[config.mk]
export PLATFORM = sky130hd
export DESIGN_NAME = sd_spi_responder
export DESIGN_NICKNAME = d
export VERILOG_FILES = /design/src/rtl/sd_spi_responder_pkg.sv /design/src/rtl/sd_spi_responder_spi_slave_byte.sv /design/src/rtl/sd_spi_responder.sv
export SDC_FILE = /design/constraint.sdc
export NUM_CORES = 1
export LEC_CHECK = 0
export CAP_MARGIN = 10
export CORE_ASPECT_RATIO = 1.2
export CORE_MARGIN = 3
export CORE_UTILIZATION = 40
export CTS_CLUSTER_SIZE = 8
export DETAILED_ROUTE_END_ITERATION = 10
export HOLD_SLACK_MARGIN = 0.15
export PLACE_DENSITY = 0.57
export SYNTH_ARGS = -nofsm -noshare
export SYNTH_HDL_FRONTEND = slang
export SYNTH_SLANG_ARGS = --single-unit
export TNS_END_PERCENT = 20
[constraint.sdc]
create_clock -name CLK -period 12.6 [get_ports CLK]
set_input_delay 2.52 -clock CLK [delete_from_list [all_inputs] [get_ports CLK]]
set_output_delay 2.52 -clock CLK [all_outputs]
set_load 0.005 [all_outputs]
[src/rtl/sd_spi_responder_pkg.sv]
// Shared definitions for the SD SPI-mode command responder: command indices,
// R1 bit positions, FSM state type and the CRC7 helper used when the
// SD_RESP_CRC_CHECK_EN build option is enabled.
package sd_spi_responder_pkg;

   localparam logic [5:0] CMD0  = 6'd0;
   localparam logic [5:0] CMD41 = 6'd41;
   localparam logic [5:0] CMD55 = 6'd55;

   localparam int unsigned R1_IDLE_BIT    = 0;
   localparam int unsigned R1_ILLEGAL_BIT = 2;
   localparam int unsigned R1_CRC_BIT     = 3;

   // x^7 + x^3 + 1, x^7 term implicit
   localparam logic [6:0] CRC7_POLY = 7'h09;

   typedef enum logic [1:0] {
      StHunt,
      StCollect,
      StNcr,
      StR1
   } resp_state_e;

   // CRC7 over a 40-bit command body (index byte plus four argument bytes), init 0
   function automatic logic [6:0] crc7(input logic [39:0] data);
      logic [6:0] crc;
      logic       fb;
      crc = '0;
      for (int i = 39; i >= 0; i--) begin
         fb  = data[i] ^ crc[6];
         crc = {crc[5:0], 1'b0};
         if (fb) begin
            crc = crc ^ CRC7_POLY;
         end
      end
      return crc;
   endfunction

endpackage

[src/rtl/sd_spi_responder_spi_slave_byte.sv]
// SPI mode-0 byte engine: synchronizes SCLK/MOSI/CS into CLK, detects SCLK
// edges, shifts bytes in on rising edges and out on falling edges. The next
// byte to send is taken from tx_byte at the byte boundary, so the consumer
// must update tx_byte within a cycle or two of byte_done.
module spi_slave_byte
   import sd_spi_responder_pkg::*;
(
   input  logic       CLK,
   input  logic       RST,
   input  logic       SCLK,
   input  logic       MOSI,
   input  logic       CS,
   input  logic [7:0] tx_byte,
   output logic       MISO,
   output logic       cs_active,
   output logic       byte_done,
   output logic [7:0] rx_byte
);

   logic [1:0] sclk_sync_q;
   logic [1:0] cs_sync_q;
   logic [1:0] mosi_sync_q;
   logic       sclk_prev_q;
   logic [2:0] bit_cnt_q;
   logic [6:0] rx_shift_q;
   logic [6:0] tx_shift_q;
   logic       sclk_rise;
   logic       sclk_fall;

   assign sclk_rise = sclk_sync_q[1] & ~sclk_prev_q;
   assign sclk_fall = ~sclk_sync_q[1] & sclk_prev_q;
   assign cs_active = ~cs_sync_q[1];
   // Strobe is combinational so the consumer can register the next byte early
   assign byte_done = sclk_rise & cs_active & (bit_cnt_q == 3'd7);
   assign rx_byte   = {rx_shift_q, mosi_sync_q[1]};

   // Two-flop synchronizers and SCLK history for edge detection
   always_ff @(posedge CLK or posedge RST) begin
      if (RST) begin
         sclk_sync_q <= 2'b00;
         cs_sync_q   <= 2'b11;
         mosi_sync_q <= 2'b11;
         sclk_prev_q <= 1'b0;
      end else begin
         sclk_sync_q <= {sclk_sync_q[0], SCLK};
         cs_sync_q   <= {cs_sync_q[0], CS};
         mosi_sync_q <= {mosi_sync_q[0], MOSI};
         sclk_prev_q <= sclk_sync_q[1];
      end
   end

   // Shift registers: sample on rise, drive next MISO bit on fall
   always_ff @(posedge CLK or posedge RST) begin
      if (RST) begin
         bit_cnt_q  <= 3'd0;
         rx_shift_q <= 7'd0;
         tx_shift_q <= 7'h7F;
         MISO       <= 1'b1;
      end else if (!cs_active) begin
         bit_cnt_q  <= 3'd0;
         rx_shift_q <= 7'd0;
         tx_shift_q <= 7'h7F;
         MISO       <= 1'b1;
      end else begin
         if (sclk_rise) begin
            bit_cnt_q  <= bit_cnt_q + 3'd1;
            rx_shift_q <= {rx_shift_q[5:0], mosi_sync_q[1]};
         end
         if (sclk_fall) begin
            // Counter wrapped to 0: the previous byte is finished, start the next
            if (bit_cnt_q == 3'd0) begin
               MISO       <= tx_byte[7];
               tx_shift_q <= tx_byte[6:0];
            end else begin
               MISO       <= tx_shift_q[6];
               tx_shift_q <= {tx_shift_q[5:0], 1'b1};
            end
         end
      end
   end

endmodule

[src/rtl/sd_spi_responder.sv]
// SD card SPI-mode command responder. Hunts for a command start byte, collects
// the 6-byte frame, publishes index/argument on CMD_STB/CMD_ACK, then answers
// with NCR filler bytes and an R1 byte. Tracks idle/app state for the
// CMD0 / CMD55 / ACMD41 initialisation handshake.
// Build option: define SD_RESP_CRC_CHECK_EN to check the CRC7 of each frame.
module sd_spi_responder
   import sd_spi_responder_pkg::*;
#(
   parameter int unsigned NCR        = 1,
   parameter int unsigned INIT_COUNT = 2
) (
   input  logic        CLK,
   input  logic        RST,
   input  logic        SCLK,
   input  logic        MOSI,
   input  logic        CS,
   output logic        MISO,
   output logic        CMD_STB,
   input  logic        CMD_ACK,
   output logic [5:0]  CMD_IDX,
   output logic [31:0] CMD_ARG
);

   logic        cs_active;
   logic        byte_done;
   logic [7:0]  rx_byte;
   logic [7:0]  tx_byte_q;

   resp_state_e state_q;
   logic [5:0]  frame_idx_q;
   logic [31:0] arg_shift_q;
   logic [2:0]  byte_cnt_q;
   logic [2:0]  ncr_cnt_q;
   logic [7:0]  r1_q;
   logic        idle_q;
   logic        app_q;
   logic [7:0]  acmd_cnt_q;

   logic        crc_err;
   logic        idle_d;
   logic        app_d;
   logic [7:0]  acmd_cnt_d;
   logic [7:0]  r1_d;

   spi_slave_byte u_spi (
      .CLK       (CLK),
      .RST       (RST),
      .SCLK      (SCLK),
      .MOSI      (MOSI),
      .CS        (CS),
      .tx_byte   (tx_byte_q),
      .MISO      (MISO),
      .cs_active (cs_active),
      .byte_done (byte_done),
      .rx_byte   (rx_byte)
   );

   // Command decode: next flag state and R1, evaluated while the CRC byte arrives
   always_comb begin
      idle_d     = idle_q;
      app_d      = 1'b0;
      acmd_cnt_d = acmd_cnt_q;
      r1_d       = 8'h00;
      crc_err    = 1'b0;
`ifdef SD_RESP_CRC_CHECK_EN
      crc_err = (crc7({2'b01, frame_idx_q, arg_shift_q}) != rx_byte[7:1]);
`endif
      if (crc_err) begin
         app_d                = app_q;
         r1_d[R1_CRC_BIT]     = 1'b1;
      end else if (frame_idx_q == CMD0) begin
         idle_d     = 1'b1;
         acmd_cnt_d = 8'd0;
      end else if (frame_idx_q == CMD55) begin
         app_d = 1'b1;
      end else if (frame_idx_q == CMD41 && app_q) begin
         if (acmd_cnt_q != 8'hFF) begin
            acmd_cnt_d = acmd_cnt_q + 8'd1;
         end
         if (acmd_cnt_d == 8'(INIT_COUNT)) begin
            idle_d = 1'b0;
         end
      end else begin
         r1_d[R1_ILLEGAL_BIT] = 1'b1;
      end
      r1_d[R1_IDLE_BIT] = idle_d;
   end

   // Frame FSM with registered command outputs and response byte
   always_ff @(posedge CLK or posedge RST) begin
      if (RST) begin
         state_q     <= StHunt;
         frame_idx_q <= 6'd0;
         arg_shift_q <= 32'd0;
         byte_cnt_q  <= 3'd0;
         ncr_cnt_q   <= 3'd0;
         r1_q        <= 8'hFF;
         tx_byte_q   <= 8'hFF;
         idle_q      <= 1'b1;
         app_q       <= 1'b0;
         acmd_cnt_q  <= 8'd0;
         CMD_STB     <= 1'b0;
         CMD_IDX     <= 6'd0;
         CMD_ARG     <= 32'd0;
      end else begin
         if (CMD_ACK) begin
            CMD_STB <= 1'b0;
         end
         if (!cs_active) begin
            state_q    <= StHunt;
            tx_byte_q  <= 8'hFF;
            byte_cnt_q <= 3'd0;
            ncr_cnt_q  <= 3'd0;
         end else if (byte_done) begin
            unique case (state_q)
               StHunt: begin
                  if (rx_byte[7:6] == 2'b01) begin
                     frame_idx_q <= rx_byte[5:0];
                     byte_cnt_q  <= 3'd0;
                     state_q     <= StCollect;
                  end
               end
               StCollect: begin
                  if (byte_cnt_q == 3'd4) begin
                     // CRC byte: frame complete; a new frame overrides a pending one
                     CMD_IDX    <= frame_idx_q;
                     CMD_ARG    <= arg_shift_q;
                     CMD_STB    <= 1'b1;
                     idle_q     <= idle_d;
                     app_q      <= app_d;
                     acmd_cnt_q <= acmd_cnt_d;
                     r1_q       <= r1_d;
                     ncr_cnt_q  <= 3'd0;
                     state_q    <= StNcr;
                  end else begin
                     arg_shift_q <= {arg_shift_q[23:0], rx_byte};
                     byte_cnt_q  <= byte_cnt_q + 3'd1;
                  end
               end
               StNcr: begin
                  if (ncr_cnt_q == 3'(NCR - 1)) begin
                     tx_byte_q <= r1_q;
                     state_q   <= StR1;
                  end else begin
                     ncr_cnt_q <= ncr_cnt_q + 3'd1;
                  end
               end
               StR1: begin
                  tx_byte_q <= 8'hFF;
                  state_q   <= StHunt;
               end
               default: state_q <= StHunt;
            endcase
         end
      end
   end

endmodule

* After elaboration in Yosys (flattened, before gate mapping)
Cells that the tools add are included.
** Storage, ports and cells
- Flip-flop bits (word level) :: 136
- Input port bits :: 6
- Output and inout bits :: 40
- Word-level logic and storage cells :: 120
** Cells by class
- $add $sub $neg :: 4
- Equal/unequal tests :: 16
- Mux-type cells :: 51
- Bitwise gates (word level) :: 8
- Reductions and logical operators :: 20
** Operator list (count)
- two-way mux 8 bit :: 10
- two-way mux 7 bit :: 5
- two-way mux 3 bit :: 10
- AND reduction 4 bit :: 6
- two-way mux 1 bit :: 17
- one-hot mux 8 bit (2 select lines) :: 1
- inequality test 3 x 2 -> 1 bit, second input constant :: 5
- == test 6 bit, second input constant :: 2
- one-hot mux 3 bit (2 select lines) :: 2
- two-way mux 2 bit :: 5
- adder 3 x 1 -> 3 bit, second input constant :: 3
- nonzero test 3 bit :: 3
- adder 8 x 1 -> 8 bit, second input constant :: 1
- == test 8 x 2 -> 1 bit, second input constant :: 1
- inequality test 8 bit, second input constant :: 1
- one-hot mux 2 bit (4 select lines) :: 1
- nonzero test 2 bit :: 4
- == test 3 bit, second input constant :: 2
- logical NOT 3 bit :: 2
- logical NOT 6 bit :: 1
- AND reduction 6 bit :: 1
- bitwise AND 1 bit :: 4
- == test 2 x 1 -> 1 bit, second input constant :: 2
- == test 2 bit, second input constant :: 2
- 5 further kinds :: 8

* Longest topological paths before layout
- Depth after elaboration :: 10
- Depth in mapped cells :: 9
- Depth with buffers taken out :: 7

* Hierarchy
Synthesis repeated with hierarchy kept, for this count alone.
** Second synthesis, totals
- Cell total of the unflattened synthesis :: 407
- Area, all modules :: 5320.1 um^2
** Modules (own cells, without submodules)
- sd_spi_responder :: times used 1, cells each 317, area an instance 4269.1 um^2, sequential area each 2509.9 um^2
- spi_slave_byte :: times used 1, cells each 90, area an instance 1051.0 um^2, sequential area each 640.6 um^2

* Worst setup path before layout
OpenSTA, ideal clock, no wires.
- Path type :: register to output
- From :: register u_spi.MISO
- To :: output port MISO
- Arrival time :: 510 ps
- Data required time :: 10080 ps
- Setup slack :: 9570 ps
- Cell stages (with the launch flop) :: 1
- Path buffers :: 0
- Cell sequence :: dfstp_2
** RTL lines
- start, declared :: line sd_spi_responder_spi_slave_byte.sv:14 : output logic MISO,
- start signal, assigned :: line sd_spi_responder_spi_slave_byte.sv:72 : MISO <= tx_byte[7];
- start signal, assigned :: line sd_spi_responder_spi_slave_byte.sv:75 : MISO <= tx_shift_q[6];
- end, declared :: line sd_spi_responder.sv:17 : output logic MISO,
No word-level cell between the ends.

* Final worst setup path
- From :: register u_spi.MISO
- To :: output port MISO
No word-level cell between the ends.

==> impl_metrics.tcl <==
set metrics [dict create \
    final_nets 571 \
    stdcell_count 730 \
    ant_nets 0 \
    max_freq_mhz 253 \
    dieArea_um2 14800 \
    grt_pass1_vias 3579 \
    maxSlewHeadroom_pct 34.6 \
    critPathLaunchType "flip-flop" \
    cts_resized 0 \
    busiest_layer "met2" \
    grt_max_degree 81 \
    yosysWarnings 0 \
    required_ps 10080 \
    outcome "completed" \
    clockRootBuffer "clkbuf_16" \
    syn_to_final_growth_pct 22.5 \
    core_um2 12800 \
    finalPower_mw 0.947 \
    async_flop_share_pct 100 \
    use_met2_pct 23.1 \
    p_seq_share_pct 43.9 \
    clkLatencyLatePin_ps 410 \
    critPathArrivalTime_ps 1430 \
    path_class "reg2out" \
    post_cts_buffers 0 \
    clockPowerShare_pct 52.7 \
    seq_area_frac_synth_pct 59.0 \
    numCtsBuffers 17 \
    finalCritPeriodShare_pct 31.3 \
    rows 45 \
    die_x_um 111 \
    final_layout_size_suffix_gt1_share_pct 17.3 \
    finalHoldViolations 0 \
    num_vias 3691 \
    crit_buf_inv 1 \
    cpMaxStageDelayCell "dfstp_2" \
    path_cells "clkdlybuf4s50_1" \
    grt_pass1_wl_um 17400 \
    max_stage_delay_ps 530 \
    tns_ps 0 \
    cts_sinks 125 \
    met1_usage_pct 19.1 \
    finalCriticalPeriod_ps 3950 \
    synth.distinct_cells 49 \
    worstHoldPathType "reg2reg" \
    ys.flop_type "dfrtp_1" \
    drc 0 \
    antenna_found_initial 0 \
    ys_ff_latch 125 \
    grt_use_total_pct 14.6 \
    synthesis.area_um2 5340 \
    initial_utilization_pct 41.6 \
    grt.met3_usage_pct 4.44 \
    antenna_cells 0 \
    gp_congestion 0.754 \
    setup_viol 0 \
    synth_area_per_cell_um2 10.5 \
    portBuffers 45 \
    dp_hpwl_um 6640 \
    drt_wl_total_um 10200 \
    syn_nets 526 \
    cts_tree "built" \
    critPathMaxFanout 2 \
    wl_per_cell_um 14.0 \
    grt_overflow 0 \
    rsz0062_at_grt "no" \
    tightestPinTransition_ps 981 \
    utilization_pct 50.9 \
    synth_cells 508 \
    dp_cells 698 \
    skew_ps 8.74 \
    hold_buffers 0 \
    power_switching_mw 0.204 \
    p_leak_nw 3.15 \
    firstDrtPassIters 4 \
    swShare_pct 21.5 \
    ir_drop_mv 0.0720 \
    htreeDepth 4 \
    cts_buffer_depth 2 \
    p_comb_share_pct 3.4 \
    pin_count 46 \
    crit_path_end_kind "primary output" \
    path_delay_family "flip-flops" \
    path_clk_slew_ps 60 \
    die_y_um 133 \
    drtIter0Drc 164 \
    intPower_mw 0.743 \
    slew_viol_final 0 \
    vias_per_cell 5.06 \
    power.density_nw_per_um2 145 \
    drv_cap 0 \
    synth_edf_count 0 \
]
-- power by group through the flow --
stage	clock network [mW]	registers [mW]	logic (mW)
after CTS	0.513	0.415	0.0331
after detailed placement	0	0.422	0.0328
after global routing	0.529	0.416	0.0376
after global placement	0	0.422	0.0321
final	0.499	0.415	0.0321
after floorplan	0	0.420	0.0259
-- path summary, 6_finish.rpt --
kind                       depth (start not counted)  slack (ps)                    to                  from
setup reg to reg                                   7        9610         acmd_cnt_q[2]    u_spi.bit_cnt_q[0]
min in group asynchronous                          2        2530               CMD_STB                   RST
hold / removal                                     0         350  u_spi.mosi_sync_q[1]  u_spi.mosi_sync_q[0]
setup / recovery                                   1        8650                  MISO            u_spi.MISO
hold reg to reg                                    0         350  u_spi.mosi_sync_q[1]  u_spi.mosi_sync_q[0]
max in group asynchronous                          3        8690           CMD_ARG[14]                   RST
-- per-layer routing --
metal  wire [um]  up-vias  part of all wire (%)
met3         395       13                   3.9
met4         148        0                   1.5
met5           0        -                     0
li1            -     1809                     -
met2        4890       63                    48
met1        4760     1806                    47
-- synthesized netlist by cell type (5+ instances only) --
library cell / instances / area [um^2]
nand2_1: 147 / 552
dfrtp_1: 107 / 2680
mux2_2: 39 / 439
a21oi_1: 35 / 175
nor2_1: 19 / 71.3
dfstp_2: 18 / 473
inv_1: 17 / 63.8
clkbuf_1: 13 / 48.8
ha_1: 12 / 150
o21ai_0: 11 / 55.1
nand2b_1: 9 / 56.3
nand3_1: 8 / 40.0
a211o_1: 7 / 61.3
nor2b_1: 6 / 37.5
and2_1: 5 / 31.3
buf_2: 5 / 25.0
-- flip-flops by register name (all words and copies together) (netlist names) --
name / cells
u_spi.cs_sync_q: 2
ncr_cnt_q: 3
frame_idx_q: 6
acmd_cnt_q: 8
u_spi.sclk_prev_q: 1
byte_cnt_q: 3
arg_shift_q: 32
u_spi.tx_shift_q: 7
u_spi.bit_cnt_q: 3
u_spi.MISO: 1
u_spi.mosi_sync_q: 2
CMD_IDX: 6
u_spi.sclk_sync_q: 2
r1_q: 3
state_q: 2
u_spi.rx_shift_q: 7
CMD_ARG: 32
CMD_STB: 1
tx_byte_q: 3
app_q: 1
-- placed cells by master (no fill, tap or decap), types with 4 or more instances in the layout --
cell type and count:
dfrtp_1 107, ha_1 12, nor3_1 4, a21oi_1 35, dfstp_2 18, nand3_1 8
nor2b_1 6, and2_1 5, nand2b_1 9, nor2_1 19, inv_1 16, nor4_1 4
clkinvlp_4 4, a211o_1 7, clkdlybuf4s50_1 45, mux2_2 39, o21ai_0 11, clkbuf_16 17
nand2_1 147
-- final cells by class --
class	instances	area, um^2
fillers	1169	6300
flip-flops and latches	125	3150
multi-input cells	344	2020
repair buffers	48	473
clock buffers	19	453
well taps	164	205
clock inverters	13	165
inverters	17	66.3
-- kinds of logic after synthesis --
logic type | after synthesis | synth area share [%]
buffers and inverters | 39 | 3.07
muxes | 39 | 8.23
AOI/OAI and AO/OA | 76 | 9.07
adders and majority gates | 12 | 2.81
and+or+nand+nor | 217 | 17.8
DFF | 125 | 59.0
-- per-stage QoR --
stage / hold WS (ps) / area (um^2) / setup slack (ps)
after global routing: 352 / 6540 / 8350
final: 349 / 6540 / 8650
after global placement: 334 / 5920 / 8150
after detailed placement: 337 / 5920 / 8130
after CTS: 350 / 6540 / 8580
after floorplan: 331 / 5340 / 6780
Power figures use the tool's default switching activity.
